$ cat src/rtl/jtframe_video_pkg.sv
// Shared helpers for the jtframe video path: width extension, clog2, accumulator
// sizing, the default 5-tap cable-bandwidth kernel and the MAC sequencer states.
package jtframe_video_pkg;

  typedef enum logic [1:0] {
    ST_IDLE,
    ST_MAC,
    ST_DONE
  } mac_st_e;

  localparam logic [24:0] COEFF_5TAP = {5'd0, 5'd7, 5'd20, 5'd7, 5'd0};

  function automatic int unsigned clog2(input int unsigned v);
    int unsigned r;
    r = 0;
    for (int unsigned i = 0; i < 31; i++) begin
      if ((32'd1 << i) < v) r = i + 1;
    end
    return r;
  endfunction

  function automatic int unsigned aw_calc(input int unsigned win, input int unsigned wc,
                                          input int unsigned n);
    return win + wc + clog2(n);
  endfunction

  // Widen win bits to wout by repeating the top (wout-win) bits below the value
  function automatic logic [31:0] ext(input logic [31:0] a, input int unsigned win,
                                      input int unsigned wout);
    logic [31:0] m;
    m = a & ((32'd1 << win) - 32'd1);
    return (m << (wout - win)) | (m >> (2 * win - wout));
  endfunction

endpackage

$ cat src/rtl/jtframe_wirebw_mac.sv
// One colour channel of the wire-bandwidth FIR: sample history, sequential
// multiply-accumulate driven by the shared tap index, scaling and saturation.
module jtframe_wirebw_mac
  import jtframe_video_pkg::*;
#(
  parameter int unsigned WIN  = 4,
  parameter int unsigned WOUT = 5,
  parameter int unsigned WC   = 5,
  parameter int unsigned N    = 5,
  parameter int unsigned SW   = 3
) (
  input  logic            clk_i,
  input  logic            rst_i,
  input  logic            spl_i,
  input  logic            mac_en_i,
  input  logic [SW-1:0]   tap_i,
  input  logic [WC-1:0]   coef_i,
  input  logic [WIN-1:0]  din_i,
  output logic [WOUT-1:0] dout_o
);

  localparam int unsigned AW = aw_calc(WIN, WC, N);
  localparam int unsigned SH = WC - (WOUT - WIN);
  localparam int unsigned PW = WIN + WC;

  logic [WIN-1:0]  hist_q [N];
  logic [WIN-1:0]  hist_d [N];
  logic [AW-1:0]   acc_q, acc_d;
  logic [WOUT-1:0] dout_q, dout_d;
  logic [WIN-1:0]  sel;
  logic [PW-1:0]   prod;
  logic [AW-1:0]   shifted;
  logic [WOUT-1:0] res;

  always_comb begin
    sel = '0;
    for (int unsigned i = 0; i < N; i++) begin
      if (32'(tap_i) == i) sel = hist_q[i];
    end
    prod    = PW'(sel) * PW'(coef_i);
    shifted = acc_q >> SH;
    res     = (|shifted[AW-1:WOUT]) ? '1 : shifted[WOUT-1:0];
  end

  always_comb begin
    hist_d = hist_q;
    acc_d  = acc_q;
    dout_d = dout_q;
    if (spl_i) begin
      hist_d[0] = din_i;
      for (int unsigned i = 1; i < N; i++) hist_d[i] = hist_q[i-1];
      // an unfinished MAC (overrun) still hands over its partial sum
      dout_d = res;
      acc_d  = '0;
    end else if (mac_en_i) begin
      acc_d = acc_q + AW'(prod);
    end
  end

  always_ff @(posedge clk_i) begin
    if (rst_i) begin
      for (int unsigned i = 0; i < N; i++) hist_q[i] <= '0;
      acc_q  <= '0;
      dout_q <= '0;
    end else begin
      hist_q <= hist_d;
      acc_q  <= acc_d;
      dout_q <= dout_d;
    end
  end

  assign dout_o = dout_q;

endmodule

$ cat src/rtl/jtframe_wirebw_fir.sv
// Multi-channel horizontal FIR emulating analogue cable bandwidth, with sync
// re-alignment and overrun flag. Define JTFRAME_WIREBW_COEFLOAD_EN for run-time
// coefficient loading with a frame-synchronous shadow/active bank swap.
module jtframe_wirebw_fir
  import jtframe_video_pkg::*;
#(
  parameter int unsigned WIN  = 4,
  parameter int unsigned WOUT = 5,
  parameter int unsigned WC   = 5,
  parameter int unsigned N    = 5,
  parameter int unsigned CH   = 3,
  parameter logic [N*WC-1:0] COEFF = COEFF_5TAP
) (
  input  logic                    clk,
  input  logic                    rst,
  input  logic                    ce_pix,
  input  logic                    enable,
  input  logic [CH*WIN-1:0]       din,
  input  logic                    HS_in,
  input  logic                    VS_in,
  input  logic                    HB_in,
  input  logic                    VB_in,
  input  logic                    coef_we,
  input  logic [clog2(N)-1:0]     coef_addr,
  input  logic [WC-1:0]           coef_din,
  output logic [CH*WOUT-1:0]      dout,
  output logic                    HS_out,
  output logic                    VS_out,
  output logic                    HB_out,
  output logic                    VB_out,
  output logic                    ovf
);

  localparam int unsigned SW = clog2(N);
  localparam int unsigned D  = (N + 1) / 2;

  logic          ce_last_q, spl_q;
  mac_st_e       st_q, st_d;
  logic [SW-1:0] step_q, step_d;
  logic          mac_en, ovf_set, ovf_q;
  logic [WC-1:0] coef_cur;
  logic [3:0]    sync_q [D+1];
  logic [WOUT-1:0] dout_reg [CH];

  always_ff @(posedge clk) begin
    if (rst) begin
      ce_last_q <= 1'b0;
      spl_q     <= 1'b0;
    end else begin
      ce_last_q <= ce_pix;
      spl_q     <= ce_pix & ~ce_last_q;
    end
  end

  always_ff @(posedge clk) begin
    if (rst) begin
      st_q   <= ST_IDLE;
      step_q <= '0;
    end else begin
      st_q   <= st_d;
      step_q <= step_d;
    end
  end

  always_comb begin
    st_d   = st_q;
    step_d = step_q;
    if (spl_q) begin
      st_d   = ST_MAC;
      step_d = '0;
    end else begin
      case (st_q)
        ST_MAC: begin
          if (step_q == SW'(N - 1)) st_d = ST_DONE;
          else step_d = step_q + 1'b1;
        end
        ST_DONE: st_d = ST_IDLE;
        default: ;
      endcase
    end
  end

  always_comb begin
    mac_en  = (st_q == ST_MAC) && !spl_q;
    ovf_set = (st_q == ST_MAC) && spl_q;
  end

  always_ff @(posedge clk) begin
    if (rst) ovf_q <= 1'b0;
    else if (ovf_set) ovf_q <= 1'b1;
  end

`ifdef JTFRAME_WIREBW_COEFLOAD_EN
  logic [WC-1:0] shadow_q [N];
  logic [WC-1:0] active_q [N];
  logic          vb_prev_q;

  always_ff @(posedge clk) begin
    if (rst) begin
      for (int unsigned i = 0; i < N; i++) begin
        shadow_q[i] <= COEFF[i*WC +: WC];
        active_q[i] <= COEFF[i*WC +: WC];
      end
      vb_prev_q <= 1'b0;
    end else begin
      if (spl_q) begin
        vb_prev_q <= VB_in;
        if (VB_in && !vb_prev_q) active_q <= shadow_q;
      end
      // copy above reads the old shadow, so a same-clk write waits a frame
      if (coef_we && (32'(coef_addr) < N)) shadow_q[coef_addr] <= coef_din;
    end
  end

  always_comb begin
    coef_cur = '0;
    for (int unsigned i = 0; i < N; i++) begin
      if (32'(step_q) == i) coef_cur = active_q[i];
    end
  end
`else
  logic unused_coef;
  assign unused_coef = ^{coef_we, coef_addr, coef_din};

  always_comb begin
    coef_cur = '0;
    for (int unsigned i = 0; i < N; i++) begin
      if (32'(step_q) == i) coef_cur = COEFF[i*WC +: WC];
    end
  end
`endif

  // capture stage plus (N+1)/2 delays lines syncs up with the registered centre tap
  always_ff @(posedge clk) begin
    if (rst) begin
      for (int unsigned i = 0; i <= D; i++) sync_q[i] <= '0;
    end else if (spl_q) begin
      sync_q[0] <= {VB_in, HB_in, VS_in, HS_in};
      for (int unsigned i = 1; i <= D; i++) sync_q[i] <= sync_q[i-1];
    end
  end

  for (genvar c = 0; c < CH; c++) begin : g_ch
    jtframe_wirebw_mac #(
      .WIN  (WIN),
      .WOUT (WOUT),
      .WC   (WC),
      .N    (N),
      .SW   (SW)
    ) u_mac (
      .clk_i    (clk),
      .rst_i    (rst),
      .spl_i    (spl_q),
      .mac_en_i (mac_en),
      .tap_i    (step_q),
      .coef_i   (coef_cur),
      .din_i    (din[c*WIN +: WIN]),
      .dout_o   (dout_reg[c])
    );

    assign dout[c*WOUT +: WOUT] = enable ? dout_reg[c]
                                         : WOUT'(ext(32'(din[c*WIN +: WIN]), WIN, WOUT));
  end

  assign {VB_out, HB_out, VS_out, HS_out} = enable ? sync_q[D] : {VB_in, HB_in, VS_in, HS_in};
  assign ovf = ovf_q;

endmodule

$ cat config.mk
export PLATFORM = sky130hd
export DESIGN_NAME = jtframe_wirebw_fir
export DESIGN_NICKNAME = d
export VERILOG_FILES = /design/src/rtl/jtframe_video_pkg.sv /design/src/rtl/jtframe_wirebw_mac.sv /design/src/rtl/jtframe_wirebw_fir.sv
export SDC_FILE = /design/constraint.sdc
export NUM_CORES = 1
export LEC_CHECK = 0
export CAP_MARGIN = 10
export CORE_MARGIN = 2
export CORE_UTILIZATION = 50
export CTS_CLUSTER_DIAMETER = 200
export CTS_CLUSTER_SIZE = 10
export DETAILED_ROUTE_END_ITERATION = 16
export PLACE_DENSITY = 0.69
export SLEW_MARGIN = 20
export SYNTH_ARGS = -nofsm -noshare
export SYNTH_HDL_FRONTEND = slang
export SYNTH_SLANG_ARGS = --single-unit
$ cat constraint.sdc
create_clock -name clk -period 8.4 [get_ports clk]
set_clock_uncertainty 0.2 [all_clocks]
set_input_delay 0.84 -clock clk [delete_from_list [all_inputs] [get_ports clk]]
set_output_delay 0.84 -clock clk [all_outputs]
set_load 0.05 [all_outputs]
* Word-level counts from Yosys, hierarchy flattened
Memories as Yosys holds them, arrays and structs flattened.
Index checks and enable logic that the tools add are counted.
** Storage, ports and cells
- Bits in registers :: 119
- Memory bits (writable) :: 16
- Output and inout bits :: 20
- Memories kept :: 1
** Cells by class
- $add $sub $neg :: 4
- Multiply operators :: 3
- Eq/ne operators :: 8
- Mux-type cells :: 38
- Bitwise gates (word level) :: 10
- Reductions and logical operators :: 13
** Memories
- sync_q :: words 4, width 4, rd ports 4, clocked after Yosys merged registers in 0, write ports 4, line jtframe_wirebw_fir.sv:42 : logic [3:0] sync_q [D+1];
** Operator list (count)
- $mux 4 :: 20
- $mux 5 :: 9
- $add 12x9->12 :: 3
- $mul 4x5->9 :: 3
- $or 5x1->5 :: 3
- $reduce_or 3->1 :: 3
- $eq 3x2->1 const B :: 2
- $mux 1 :: 6
- $reduce_and 2->1 :: 3
- $or 1x1->1 :: 4
- $pmux 2 s2 :: 1
- $add 3x1->3 const B :: 1
- $eq 3x1->1 const B :: 1
- $eq 3x3->1 const B :: 1
- $logic_not 3->1 :: 1
- $mux 3 :: 1
- $ne 3x2->1 const B :: 1
- $reduce_bool 3->1 :: 1
- $eq 2x1->1 const B :: 1
- $eq 2x2->1 const B :: 1
- $logic_and 1x1->1 :: 2
- $mux 2 :: 1
- $ne 2x1->1 const B :: 1
- $not 1->1 :: 2
- 4 further kinds :: 4

* Depth between registers and ports, before layout
- Depth after elaboration :: 8
- Depth in mapped cells :: 21
- Depth with buffers taken out :: 18

* Modules after synthesis
A second synthesis with hierarchy kept.
** Unflattened totals
- Cells, all modules :: 952
- Area total of the unflattened synthesis :: 8818.5 sq um
** Modules (own cells, without submodules)
- jtframe_wirebw_mac (g_ch[1].u_mac ...) :: instances 2, cells each 276, area an instance 2512.4 sq um
- jtframe_wirebw_mac (g_ch[0].u_mac) :: instances 1, cells each 289, area an instance 2570.0 sq um
- jtframe_wirebw_fir :: instances 1, cells each 111, area an instance 1223.7 sq um

* Least setup slack after synthesis
Ideal clock, no wire load.
- Path type :: reg2reg
- Start :: reg step_q[2]
- End :: reg g_ch[0].u_mac.acc_q[11]
- Arrival :: 4279 ps
- Slack :: 3768 ps
- Stages on the path, launching flop included :: 20
- Buffers on the path :: 3
- Clock period less this slack :: 4632 ps
- Cell sequence :: dfxtp_1 -> buf_6 -> inv_1 -> ha_1 -> buf_2 -> buf_1 -> a21oi_1 -> a21oi_1 -> nor2_1 -> fa_1 -> ha_1 -> inv_1 -> fa_1 -> inv_1 -> ha_1 -> a211oi_1 -> o21ai_0 -> o311ai_0 -> xor2_1 -> nor2_1
** Between the ends
- Longest elaborated chain between the ends :: 8
- Elaborated cells between the ends (all ways) :: 16
- Those cells by class :: add/sub (1); mul (1); eq/ne (4); mux (9); reduce/logical (1)
** Ends and longest elaborated chain
- from (decl) :: line jtframe_wirebw_fir.sv:39 : logic [SW-1:0] step_q, step_d;
- from (signal assigned) :: line jtframe_wirebw_fir.sv:61 : step_q <= step_d;
- $logic_not 3->1 :: line jtframe_wirebw_mac.sv:38 : if (32'(tap_i) == i) sel = hist_q[i];
- $mux 4 (5 in series) :: line jtframe_wirebw_mac.sv:38
- $mul 4x5->9 (*) :: line jtframe_wirebw_mac.sv:40 : prod = PW'(sel) * PW'(coef_i);
- $add 12x9->12 (*) :: line jtframe_wirebw_mac.sv:56 : acc_d = acc_q + AW'(prod);
- to (signal assigned) :: line jtframe_wirebw_mac.sv:63 : acc_q <= '0;
- to (signal assigned) :: line jtframe_wirebw_mac.sv:67 : acc_q <= acc_d;
- to (decl) :: line jtframe_wirebw_mac.sv:28 : logic [AW-1:0] acc_q, acc_d;
Every way passes the cells marked *; elsewhere a longest branch is shown, timed or not.
A chain may end at the register's enable or synchronous reset.

* Final worst setup path
- Start :: reg step_q[2]
- End :: reg g_ch[2].u_mac.acc_q[9]
** Between the ends
- Longest elaborated chain between the ends :: 8
- Elaborated cells between the ends (all ways) :: 16
- Those cells by class :: add/sub (1); mul (1); eq/ne (4); mux (9); reduce/logical (1)
** Ends and longest elaborated chain (line)
- $logic_not 3->1 :: jtframe_wirebw_mac.sv:38
- $mux 4 (5 in series) :: jtframe_wirebw_mac.sv:38
- $mul 4x5->9 (*) :: jtframe_wirebw_mac.sv:40
- $add 12x9->12 (*) :: jtframe_wirebw_mac.sv:56
- to (signal assigned) :: jtframe_wirebw_mac.sv:63
- to (signal assigned) :: jtframe_wirebw_mac.sv:67
- to (decl) :: jtframe_wirebw_mac.sv:28
Marked as above.

==> impl_metrics.tcl <==
set metrics [dict create \
    grt_max_degree 71 \
    syn_nets 962 \
    diodes 0 \
    power_density_nw_per_um2 173 \
    drive_gt1_share_pct 7.69 \
    slew_violations 0 \
    place_hpwl_mm 10.9 \
    grt_pass1_vias 5256 \
    grt_usage_pct 20.7 \
    cts_tree "built" \
    required_ps 8470 \
    ctsLongestPathBuffers 2 \
    clk_pin_slew_ps 60 \
    finalSetupTns_ps 0 \
    io_pins 49 \
    overflow 0 \
    clock_sinks 125 \
    gp_congestion 0.849 \
    startpoint_type "flop" \
    remaining_drc_errors 0 \
    synthArstFlopShare_pct 0 \
    ant_nets 0 \
    rows 44 \
    synth-seq-cells 125 \
    synth.most_common_cell "nor2_1" \
    cp_max_fo 18 \
    end_kind "flop" \
    die_h_um 127 \
    ys_seq_area_share_pct 35.4 \
    finalWirelength_mm 15.7 \
    vias 5674 \
    postSynthCellCount 848 \
    min_path_type "reg2reg" \
    synth.distinct_cells 61 \
    drv_cap 0 \
    fillers 1317 \
    initial_core_util_pct 51.5 \
    arrival_ps 5740 \
    cts-root-buf "clkbuf_16" \
    avgViaCountPerCell 5.31 \
    wire_per_inst_um 14.7 \
    ys_warn_count 0 \
    synth_ff_type "dfxtp_1" \
    holdWs_ps 174 \
    antenna_found_initial 0 \
    fin_area_sq_um 8540 \
    synth_edf_count 16 \
    cts_setup_buffers 0 \
    fp.coreArea_sq_um 14600 \
    worstMarginPinSlew_ps 988 \
    nets 985 \
    hold_buffers 0 \
    die_x_um 127 \
    status "finished, final reports clean" \
    timing.final.crit_share_pct 67.5 \
    ctsResizeCount 0 \
    synth_top_area_cell "dfxtp_1" \
    port_buffers 39 \
    dr.pass1.iters 5 \
    stdcell_count 1068 \
    netlist_area_sq_um 7520 \
    max_slew_margin_pct 34.0 \
    finalCriticalPeriod_ps 5670 \
    yosysTopAreaCellShare_pct 29.0 \
    postPlaceCellArea_sq_um 7980 \
    peakVddDrop_v 0.000150 \
    placedCellCount 1036 \
    areaGrowthSynthToFinish_pct 13.6 \
    rsz0062_at_grt "false" \
    final-setup-viol-count 0 \
    drt_iter0_drc 480 \
    die-area_sq_um 16000 \
    synth_commonest_cells "nor2_1 (125), dfxtp_1 (109), inv_1 (94)" \
    syn_avg_cell_area_sq_um 8.87 \
    synthTopCellsByArea "dfxtp_1 (29%), ha_1 (10%), mux2i_1 (6.8%)" \
    leakage_nw 3.80 \
    worstSetupPathType "reg2reg" \
    hold_violations 0 \
    numCtsBuffers 17 \
    insertion_delay_ps 420 \
    timing.fmax_ghz 0.176 \
    grt_pass1_wl_mm 26.7 \
    h-tree-depth 4 \
]
==> kinds of logic after synthesis <==
kind of cell / after synthesis / synth area share (%)
AOI/OAI and AO/OA: 129 / 11.3
xor gates and xnor gates: 27 / 3.15
adders and majority gates: 85 / 16.6
buffers and inverters: 135 / 7.41
DFF: 125 / 35.4
muxes: 64 / 8.74
and+or+nand+nor: 283 / 17.3
==> cell type report <==
| class | instances | area (sq um) | share of cell area, % |
|---|---|---|---|
| sequential | 125 | 2670 | 31.2 |
| clock buffer | 17 | 425 | 4.98 |
| tap | 184 | 230 | 2.70 |
| clock inverter | 15 | 139 | 1.63 |
| multi-input combinational | 588 | 4300 | 50.3 |
| inverter | 95 | 357 | 4.18 |
| timing repair buffer | 44 | 423 | 4.95 |
==> cell usage in the layout (no fill, tap or decap), drive strengths merged, types with 3 or more instances in the layout <==
cell | Yosys | final
nand2b | 9 | 9
nor3 | 19 | 19
a211oi | 6 | 6
nor2b | 5 | 5
inv | 95 | 98
clkdlybuf4s50 | 0 | 38
nand3 | 10 | 10
a21o | 5 | 5
mux2 | 13 | 13
o211ai | 7 | 7
xor2 | 21 | 21
clkinv | 0 | 9
a21oi | 54 | 54
nor3b | 3 | 3
fa | 25 | 25
or4 | 4 | 4
a221oi | 3 | 3
nor4 | 3 | 3
a211o | 4 | 4
ha | 60 | 60
buf | 21 | 6
mux2i | 51 | 51
edfxtp | 16 | 16
and3 | 3 | 3
clkbuf | 19 | 17
and2 | 24 | 24
nor2 | 127 | 127
xnor2 | 6 | 6
nand2 | 66 | 66
o21ai | 19 | 19
a22o | 11 | 11
dfxtp | 109 | 109
o2111ai | 3 | 3
==> critical path: stages (launching register included) <==
cell and delay [ps]:
dfxtp_1 530, inv_1 150, ha_1 490, nor3b_4 620, a221oi_1 200, o21bai_1 350, xor2_1 170, nor2_1 50
ha_1 200, a21oi_1 160, fa_1 500, fa_1 560, inv_1 50, ha_1 360, o211ai_1 90, o21ai_0 370
o211ai_1 190, xnor2_1 220, nor2_1 60
==> flip-flops by register name, summed over array words and instances, names as in the netlist <==
signal and flops:
ce_last_q 1, g_ch.u_mac.acc_q 36, spl_q 1, st_q 2
ovf 1, step_q 3, sync_q 16, g_ch.u_mac.dout_o 15
g_ch.u_mac.hist_q 50
==> stage by stage <==
step                      setup WS [ps]  util, %  power [mW]
after detailed placement           2780     54.7       0.800
after global routing               2350     58.5        1.53
final                              2730     58.5        1.48
after floorplan                    3770        -       0.752
after CTS                          2770     58.5        1.49
after global placement             2760     54.7       0.799
==> path summary, 6_finish.rpt <==
check | cells after the start | endpoint | slack [ps] | from
hold / removal | 1 | spl_q$_SDFF_PP0_ | 170 | ce_last_q$_SDFF_PP0_
hold reg to reg | 1 | spl_q$_SDFF_PP0_ | 170 | ce_last_q$_SDFF_PP0_
setup reg to reg | 18 | g_ch[2].u_mac.acc_q[9]$_SDFFE_PP0P_ | 2730 | step_q[2]$_SDFFE_PP0P_
setup / recovery | 18 | g_ch[2].u_mac.acc_q[9]$_SDFFE_PP0P_ | 2730 | step_q[2]$_SDFFE_PP0P_
==> power by group <==
part	internal [mW]	switching, mW
Combinational	0.0565	0.100
Sequential	0.622	0.00910
Clock	0.409	0.284
==> routing by layer <==
metal	routed length (um)	global-route usage [%]	up-vias
met5	0	0	-
met4	206	6.46	0
li1	-	-	2885
met3	763	4.01	17
met1	8090	31.6	2648
met2	6660	29.3	124
Power figures use the tool's default switching activity.
